`src/rtl/leak_ctrl_pkg.sv`:
```
// -----------------------------------------------------------------------------
// leak_ctrl_pkg
// Shared definitions for the per-tick leak sequencer:
//   - LEAK_W        : width of a leak value (two's complement)
//   - leak_state_e  : sequencer FSM state encoding
//   - leak_mode_t   : 2-bit leak mode and its four named constants
//   - apply_leak_mode() : pure mode transform used by leak_reversal_unit
// No ports (package).
// -----------------------------------------------------------------------------
package leak_ctrl_pkg;

   localparam int LEAK_W = 8;

   typedef enum logic [2:0] {
      ST_IDLE  = 3'd0,
      ST_FETCH = 3'd1,
      ST_LOAD  = 3'd2,
      ST_OUT   = 3'd3,
      ST_DONE  = 3'd4
   } leak_state_e;

   typedef logic [1:0] leak_mode_t;

   localparam leak_mode_t LEAK_MODE_NORMAL = 2'b00;
   localparam leak_mode_t LEAK_MODE_INVERT = 2'b01;
   localparam leak_mode_t LEAK_MODE_ZERO   = 2'b10;
   localparam leak_mode_t LEAK_MODE_SIGN   = 2'b11;

   // Mode transform. Negation wraps at 8 bits, so 0x80 maps onto itself and
   // 0x00 stays 0x00; SIGN is an identity because the stored value already
   // carries its sign.
   function automatic logic [LEAK_W-1:0] apply_leak_mode(
      input logic [LEAK_W-1:0] leak,
      input leak_mode_t        mode
   );
      logic [LEAK_W-1:0] res;
      case (mode)
         LEAK_MODE_NORMAL: res = leak;
         LEAK_MODE_INVERT: res = (~leak) + {{(LEAK_W-1){1'b0}}, 1'b1};
         LEAK_MODE_ZERO:   res = '0;
         default:          res = leak;
      endcase
      return res;
   endfunction

endpackage

```
`src/rtl/leak_reversal_unit.sv`:
```
// -----------------------------------------------------------------------------
// leak_reversal_unit
// Combinational leak-mode transform applied to one fetched leak value.
// Ports:
//   clk     in  1       present for drop-in compatibility; unused
//   rst     in  1       present for drop-in compatibility; unused
//   leak_i  in  LEAK_W  raw leak value from configuration memory
//   mode_i  in  2       leak mode (NORMAL / INVERT / ZERO / SIGN)
//   leak_o  out LEAK_W  transformed leak value
// -----------------------------------------------------------------------------
module leak_reversal_unit
   import leak_ctrl_pkg::*;
(
   input  logic              clk,
   input  logic              rst,
   input  logic [LEAK_W-1:0] leak_i,
   input  leak_mode_t        mode_i,
   output logic [LEAK_W-1:0] leak_o
);

   // The unit is purely combinational; clock and reset are only kept so the
   // instance matches the existing port list.
   logic unused_clk_rst;
   assign unused_clk_rst = clk ^ rst;

   assign leak_o = apply_leak_mode(leak_i, mode_i);

endmodule

```
`src/rtl/leak_tick_sequencer.sv`:
```
// -----------------------------------------------------------------------------
// leak_tick_sequencer
// On every accepted global tick, sweeps neuron indices 0..NUM_NEURONS-1:
// reads each neuron's leak value/mode from configuration memory (1-cycle read
// latency), transforms it through leak_reversal_unit and presents one signed
// leak per neuron to the integrator over a valid/ready handshake.
//
// Build option: define LEAK_SKIP_ZERO_EN to drop mode-ZERO neurons from the
// output stream (no handshake, 2 cycles per such neuron). Default build emits
// 0x00 for them through the normal handshake.
//
// Parameters:
//   NUM_NEURONS  neurons per sweep (>= 2)
//   AW           index width, derived from NUM_NEURONS
// Ports:
//   clk         in  1       core clock, rising edge
//   rst         in  1       asynchronous reset, active low
//   tick_in     in  1       single-cycle global tick
//   cfg_rd_en   out 1       config read strobe
//   cfg_addr    out AW      config read address (neuron index)
//   cfg_leak    in  8       leak value, valid the cycle after cfg_rd_en
//   cfg_mode    in  2       leak mode, valid the cycle after cfg_rd_en
//   leak_valid  out 1       leak result available
//   leak_ready  in  1       integrator accepts result
//   leak_idx    out AW      neuron index of the presented result
//   leak_value  out 8       processed leak (two's complement)
//   busy        out 1       sweep in progress (state != IDLE)
//   tick_done   out 1       one-cycle pulse after the last neuron
//   overrun     out 1       one-cycle pulse for a tick seen while busy
// -----------------------------------------------------------------------------
module leak_tick_sequencer
   import leak_ctrl_pkg::*;
#(
   parameter  int NUM_NEURONS = 256,
   localparam int AW          = $clog2(NUM_NEURONS)
) (
   input  logic              clk,
   input  logic              rst,
   input  logic              tick_in,
   output logic              cfg_rd_en,
   output logic [AW-1:0]     cfg_addr,
   input  logic [LEAK_W-1:0] cfg_leak,
   input  leak_mode_t        cfg_mode,
   output logic              leak_valid,
   input  logic              leak_ready,
   output logic [AW-1:0]     leak_idx,
   output logic [LEAK_W-1:0] leak_value,
   output logic              busy,
   output logic              tick_done,
   output logic              overrun
);

   localparam logic [AW-1:0] LAST_IDX = AW'(NUM_NEURONS - 1);

   leak_state_e       state_q,      state_d;
   logic [AW-1:0]     idx_q,        idx_d;
   logic              cfg_rd_en_q,  cfg_rd_en_d;
   logic [AW-1:0]     cfg_addr_q,   cfg_addr_d;
   logic              leak_valid_q, leak_valid_d;
   logic [AW-1:0]     leak_idx_q,   leak_idx_d;
   logic [LEAK_W-1:0] leak_value_q, leak_value_d;
   logic              tick_done_q,  tick_done_d;
   logic              overrun_q,    overrun_d;

   logic [LEAK_W-1:0] rev_leak;
   logic [AW-1:0]     idx_inc;
   logic              idx_is_last;
   logic              skip_neuron;

   // cfg_leak/cfg_mode are only meaningful during LOAD; the FSM samples the
   // transformed value exactly in that cycle.
   leak_reversal_unit u_rev (
      .clk    (clk),
      .rst    (rst),
      .leak_i (cfg_leak),
      .mode_i (cfg_mode),
      .leak_o (rev_leak)
   );

   assign idx_inc     = idx_q + AW'(1);
   assign idx_is_last = (idx_q == LAST_IDX);

`ifdef LEAK_SKIP_ZERO_EN
   assign skip_neuron = (cfg_mode == LEAK_MODE_ZERO);
`else
   assign skip_neuron = 1'b0;
`endif

   // -------------------------------------------------------------------------
   // Next-state and next-output logic
   // -------------------------------------------------------------------------
   always_comb begin
      state_d      = state_q;
      idx_d        = idx_q;
      leak_valid_d = leak_valid_q;
      leak_idx_d   = leak_idx_q;
      leak_value_d = leak_value_q;
      // A tick outside IDLE is dropped; it only raises a pulse next cycle.
      overrun_d    = tick_in && (state_q != ST_IDLE);

      case (state_q)
         ST_IDLE: begin
            if (tick_in) begin
               state_d = ST_FETCH;
               idx_d   = '0;
            end
         end

         ST_FETCH: begin
            state_d = ST_LOAD;
         end

         ST_LOAD: begin
            if (skip_neuron) begin
               // Skipped neuron: move straight on without a handshake.
               if (idx_is_last) begin
                  state_d = ST_DONE;
               end else begin
                  idx_d   = idx_inc;
                  state_d = ST_FETCH;
               end
            end else begin
               leak_value_d = rev_leak;
               leak_idx_d   = idx_q;
               leak_valid_d = 1'b1;
               state_d      = ST_OUT;
            end
         end

         ST_OUT: begin
            // Outputs are held untouched until the integrator takes them.
            if (leak_valid_q && leak_ready) begin
               leak_valid_d = 1'b0;
               if (idx_is_last) begin
                  state_d = ST_DONE;
               end else begin
                  idx_d   = idx_inc;
                  state_d = ST_FETCH;
               end
            end
         end

         ST_DONE: begin
            idx_d   = '0;
            state_d = ST_IDLE;
         end

         default: begin
            idx_d        = '0;
            leak_valid_d = 1'b0;
            state_d      = ST_IDLE;
         end
      endcase

      // Strobes are registered from the upcoming state so they line up with
      // the state they belong to, without combinational paths to the ports.
      cfg_rd_en_d = (state_d == ST_FETCH);
      cfg_addr_d  = cfg_rd_en_d ? idx_d : '0;
      tick_done_d = (state_d == ST_DONE);
   end

   // -------------------------------------------------------------------------
   // State and output registers
   // -------------------------------------------------------------------------
   always_ff @(posedge clk or negedge rst) begin
      if (!rst) begin
         state_q      <= ST_IDLE;
         idx_q        <= '0;
         cfg_rd_en_q  <= 1'b0;
         cfg_addr_q   <= '0;
         leak_valid_q <= 1'b0;
         leak_idx_q   <= '0;
         leak_value_q <= '0;
         tick_done_q  <= 1'b0;
         overrun_q    <= 1'b0;
      end else begin
         state_q      <= state_d;
         idx_q        <= idx_d;
         cfg_rd_en_q  <= cfg_rd_en_d;
         cfg_addr_q   <= cfg_addr_d;
         leak_valid_q <= leak_valid_d;
         leak_idx_q   <= leak_idx_d;
         leak_value_q <= leak_value_d;
         tick_done_q  <= tick_done_d;
         overrun_q    <= overrun_d;
      end
   end

   assign cfg_rd_en  = cfg_rd_en_q;
   assign cfg_addr   = cfg_addr_q;
   assign leak_valid = leak_valid_q;
   assign leak_idx   = leak_idx_q;
   assign leak_value = leak_value_q;
   assign tick_done  = tick_done_q;
   assign overrun    = overrun_q;
   assign busy       = (state_q != ST_IDLE);

endmodule

```
`config.mk`:
```
export PLATFORM = sky130hd
export DESIGN_NAME = leak_tick_sequencer
export DESIGN_NICKNAME = d
export VERILOG_FILES = /design/src/rtl/leak_ctrl_pkg.sv /design/src/rtl/leak_reversal_unit.sv /design/src/rtl/leak_tick_sequencer.sv
export SDC_FILE = /design/constraint.sdc
export NUM_CORES = 1
export LEC_CHECK = 0
export CAP_MARGIN = 25
export CORE_MARGIN = 1
export CORE_UTILIZATION = 45
export CTS_CLUSTER_DIAMETER = 120
export DETAILED_ROUTE_END_ITERATION = 7
export GPL_TIMING_DRIVEN = 0
export PLACE_DENSITY_LB_ADDON = 0.15
export SYNTH_ARGS = -nofsm -noshare
export SYNTH_HDL_FRONTEND = slang
export SYNTH_SLANG_ARGS = --single-unit
```
`constraint.sdc`:
```
create_clock -name clk -period 2.1 [get_ports clk]
set_clock_uncertainty 0.15 [all_clocks]
set_input_delay 0.42 -clock clk [delete_from_list [all_inputs] [get_ports clk]]
set_output_delay 0.42 -clock clk [all_outputs]
set_load 0.01 [all_outputs]
```
# Word level (Yosys, flattened, before mapping)
# Cells that the tools add are included.
# totals
output_inout_bits	29
ff_bits	39
in_bits	14
wordCells	42
# classes
n_reduce_logical	7
bitwise	2
n_mux	12
addsub	2
n_eq_ne	10
# ops
operator	n
$mux 8	4
$pmux 8 s3	1
$add 8x1->8 const B	2
$pmux 8 s2	1
$pmux 3 s4	1
$mux 3	3
$eq 8x8->1 const B	1
$not 8->8	1
$eq 3x1->1 const B	2
$eq 3x2->1 const B	2
$eq 3x3->1 const B	2
$logic_not 3->1	1
$pmux 1 s3	1
$reduce_bool 3->1	1
$reduce_or 3->1	1
$eq 2x1->1 const B	1
$eq 2x2->1 const B	1
$logic_and 1x1->1	2
$ne 2x2->1 const B	1
$reduce_and 2->1	1
$reduce_or 2->1	1
$mux 1	1
$not 1->1	1

# Depth between registers and ports, before layout
# logic_depth
word_depth	6
mapped_depth	7
mapped_depth_nobuf	6

# Modules after synthesis
# Synthesis repeated with hierarchy kept, for this count alone.
# unflattened
hier_cells	167
area_unflattened_um2	1984.4
# by_module_without_submodules
mod	cells_each	seq_area_each_um2	instances	area_each_um2
leak_tick_sequencer	127	975.9	1	1716.6
leak_reversal_unit	40	0.0	1	267.8

# Worst setup path before layout
# OpenSTA, ideal clock, no wires.
# synth_timing
path_kind	flip-flop to flip-flop
start	reg idx_q[0]
end	reg cfg_addr_q[6] (netlist: cfg_addr[6])
setup_slack_ns	0.450
stages_incl_launch_ff	7
path_buffers	0
setup_ns	0.119
period_less_slack_ns	1.650
t_arrival_ns	1.381
t_required_ns	1.831
path_cell_list	dfrtp_1 > ha_1 > and4_2 > nand3_4 > o21ai_2 > inv_2 > and2_1
# synth_via
elab_chain_len	6
word_cells_on_any_way	10
classes_between	add/sub: 1; eq/ne: 2; mux: 7
# synth_lines
element	line	source
from (decl)	leak_tick_sequencer.sv:56	logic [AW-1:0] idx_q, idx_d;
from (signal assigned)	leak_tick_sequencer.sv:178	idx_q <= idx_d;
$eq 8x8->1	leak_tick_sequencer.sv:81	assign idx_is_last = (idx_q == LAST_IDX);
$mux 3	leak_tick_sequencer.sv:134	if (idx_is_last) begin
$mux 3	leak_tick_sequencer.sv:132	if (leak_valid_q && leak_ready) begin
$pmux 3 s4	leak_tick_sequencer.sv:101	case (state_q)
$eq 3x1->1	leak_tick_sequencer.sv:157	cfg_rd_en_d = (state_d == ST_FETCH);
net cfg_rd_en_d	leak_tick_sequencer.sv:57	logic cfg_rd_en_q, cfg_rd_en_d;
$mux 8	leak_tick_sequencer.sv:158	cfg_addr_d = cfg_rd_en_d ? idx_d : '0;
net cfg_addr_d[6]	leak_tick_sequencer.sv:58	logic [AW-1:0] cfg_addr_q, cfg_addr_d;
to (signal assigned)	leak_tick_sequencer.sv:180	cfg_addr_q <= cfg_addr_d;
to (decl)	leak_tick_sequencer.sv:58	
# The timed path passes the listed nets, and every way through them passes these cells.
# A chain may end at the register's enable or synchronous reset.

# Worst setup path after layout
# layout_timing
start	reg state_q[0]
end	out busy
# layout_via
elab_chain_len	1
# layout_lines
element	line	source
from (decl)	leak_tick_sequencer.sv:55	leak_state_e state_q, state_d;
from (signal assigned)	leak_tick_sequencer.sv:177	state_q <= state_d;
$reduce_bool 3->1	leak_tick_sequencer.sv:196	assign busy = (state_q != ST_IDLE);
to (decl)	leak_tick_sequencer.sv:48	output logic busy,
# No other way between the ends.

==> metrics.cfg <==
[sta]
setup_viol=0
slew_viol_final=0
slew_headroom=0.446
hold_viol_final=0
worst_pin_slew_ns=0.831
rsz0062_at_grt=false
fin_tns_setup_ns=0
min_period_ns=1.99
fmax_mhz=503
period_share=0.947

[min_path]
hp-class=primary input to async pin

[floorplan]
row_count=23
die_h_um=68.1
start_util=0.481
ios=43
die_x_um=68.1
die-area_um2=4630
core_um2=4090

[synthesis]
synth-seq-area-share=0.497
synth_cells=188
netlist_area_um2=1960
ys_warn_count=0
avgSynthCellArea_um2=10.4
ys_ff_latch=39
synth_cell_types=51
synth-edff-count=0
synth_flop_cell=dfrtp_1
syn_nets=205
async_flop_share=1.00

[place]
place.gp.congestion=0.836
hpwl_um=2940
placed_cell_area_um2=2440
io_buffers=42

[critical_path]
startpoint_type=register
cp.arrival_ns=1.42
crit_path_cell_trace=buf_6, or3_2, clkbuf_2
critical_path_class=register to primary output
endpoint_kind=primary output
cp_max_fo=10
cp_slowest_cell=or3_2
cp_slowest_stage_delay_ns=0.46
crit_required_ns=1.53

[clock_network]
clkTransAtPathRegs_ns=0.07
cts_setup_buffers=0
cts-root-buf=clkbuf_8
cts_tree=built
cts.htree.levels=2
clk_latency_ns=0.28
clock_path_buffers=2
cts_made_buffers=5
cts.sinks=39

[finish]
design_area_um2=2510
nets=254
antenna_cells=0
fillers=368
multi_input_area_um2=887
regArea_um2=976
area_growth_pct=28.0
drive_gt1_frac=0.182

[routing]
via_per_inst=5.59
drt_iter0_drc=87
vias=1599
antenna_left=0
finalWirelength_um=4050
first_pass_iters=4
wl_per_cell_um=14.2
drc=0

[grt]
grt_pass1_vias=1441
grt_first_pass_wirelength_um=6760
grt_max_degree=40
grt_usage=0.201
antenna_found_initial=0
overflow=0

[status]
status=finished, final reports clean

[flow_run]
cap_violations=0

[pwr]
leakagePower_nw=1.09
pwr_density_cell_nw_per_um2=916
vdd_drop_max_mv=0.476

==> Yosys cell counts, types with 3 or more instances <==
| library cell | count | area share |
|---|---|---|
| nand3_1 | 3 | 0.0076 |
| nand4_1 | 4 | 0.013 |
| nor2_1 | 21 | 0.040 |
| a31oi_1 | 6 | 0.019 |
| mux2_2 | 9 | 0.052 |
| ha_1 | 3 | 0.019 |
| buf_6 | 4 | 0.023 |
| a21oi_1 | 17 | 0.043 |
| nand2_1 | 7 | 0.013 |
| nor3_1 | 10 | 0.025 |
| inv_1 | 8 | 0.015 |
| and2_1 | 3 | 0.0096 |
| buf_2 | 3 | 0.0076 |
| a211oi_1 | 3 | 0.011 |
| a21o_1 | 3 | 0.011 |
| and3_1 | 3 | 0.0096 |
| dfrtp_1 | 39 | 0.50 |
| o21ai_0 | 5 | 0.013 |
==> report_power, final <==
part	internal, mW	switching (mW)
logic	0.437	0.410
clock network	0.220	0.242
registers	0.894	0.0992
total	1.55	0.751
==> layer usage <==
metal  up-vias  global-route usage  wire [um]
met5         -                   0          0
met4         0              0.0755         63
met3         6              0.0533        162
met2        38               0.317       1980
met1       777               0.263       1850
li1        778                   -          -
==> final timing paths <==
| path | start | endpoint | slack (ns) | depth (start not counted) |
|---|---|---|---|---|
| setup / recovery | state_q[0]$_DFF_PN0_ | busy | 0.11 | 3 |
| hold / removal | rst | overrun$_DFF_PN0_ | 0.07 | 1 |
| setup reg to reg | idx_q[0]$_DFF_PN0_ | cfg_addr[6]$_DFF_PN0_ | 0.17 | 6 |
| hold reg to reg | leak_idx[6]$_DFFE_PN0P_ | leak_idx[6]$_DFFE_PN0P_ | 0.36 | 1 |
| max in group asynchronous | rst | state_q[1]$_DFF_PN0_ | 1.20 | 1 |
| min in group clk | leak_idx[6]$_DFFE_PN0P_ | leak_idx[6]$_DFFE_PN0P_ | 0.36 | 1 |
==> cell type report <==
class,count,area share
Buffer,9,0.0269
Clock buffer,5,0.0274
Clock inverter,1,0.00299
Inverter,9,0.0134
Multi-Input combinational cell,131,0.353
Sequential cell,39,0.388
Tap cell,50,0.0249
Timing Repair Buffer,42,0.163
==> metrics by stage <==
stage                     worst slack, ns  power [mW]  utilization  instances  hold slack (ns)
final                               0.111        2.30        0.615        286           0.0723
after global routing               0.0495        2.45        0.615        286            0.147
after CTS                         0.00472        2.32        0.616        286            0.117
after detailed placement           -0.140        1.85        0.598        280            0.345
after global placement             -0.435        1.84        0.599        280            0.344
after floorplan                     0.450        1.47            -        188          -0.0256
==> logic make-up after synthesis <==
family / after synthesis / synth area share
compound gates: 49 / 0.170
fa+ha+maj: 3 / 0.0191
buf+inv: 18 / 0.0516
flops: 39 / 0.497
mux: 10 / 0.0567
simple gates: 69 / 0.206
==> state kept, by name (all words and copies together), names as in the netlist <==
register    count
cfg_addr        8
idx_q           8
leak_idx        8
leak_value      8
state_q         3
cfg_rd_en       1
leak_valid      1
overrun         1
tick_done       1
==> worst max-delay path, delay by kind of cell, from the launching register on <==
| family | cells | cell delay [ns] |
|---|---|---|
| flip-flops | 1 | 0.39 |
| buffers and inverters | 2 | 0.29 |
| AND/OR/NAND/NOR | 1 | 0.46 |
==> cell usage in the layout, fill, tap and decap left out, drive strengths merged, types with 2 or more instances in the layout <==
master          n
a31oi           6
nand2b          2
and3            4
mux2            9
a21o            4
clkbuf          8
nor2b           2
dfrtp          39
and2            3
a32oi           2
nand2           7
nor3           10
buf             8
and4            2
nand4           4
nand3           4
o21ai           6
nor2           21
nor3b           2
inv             9
a211oi          4
ha              3
clkdlybuf4s50  40
or2             2
a21oi          18
==> what timing repair did <==
action	4_1_cts	5_1_grt
pin swaps	0	0
setup endpoints to repair	1	1
hold buffers	0	0
gates resized for setup	2	1
Power figures use the tool's default switching activity.
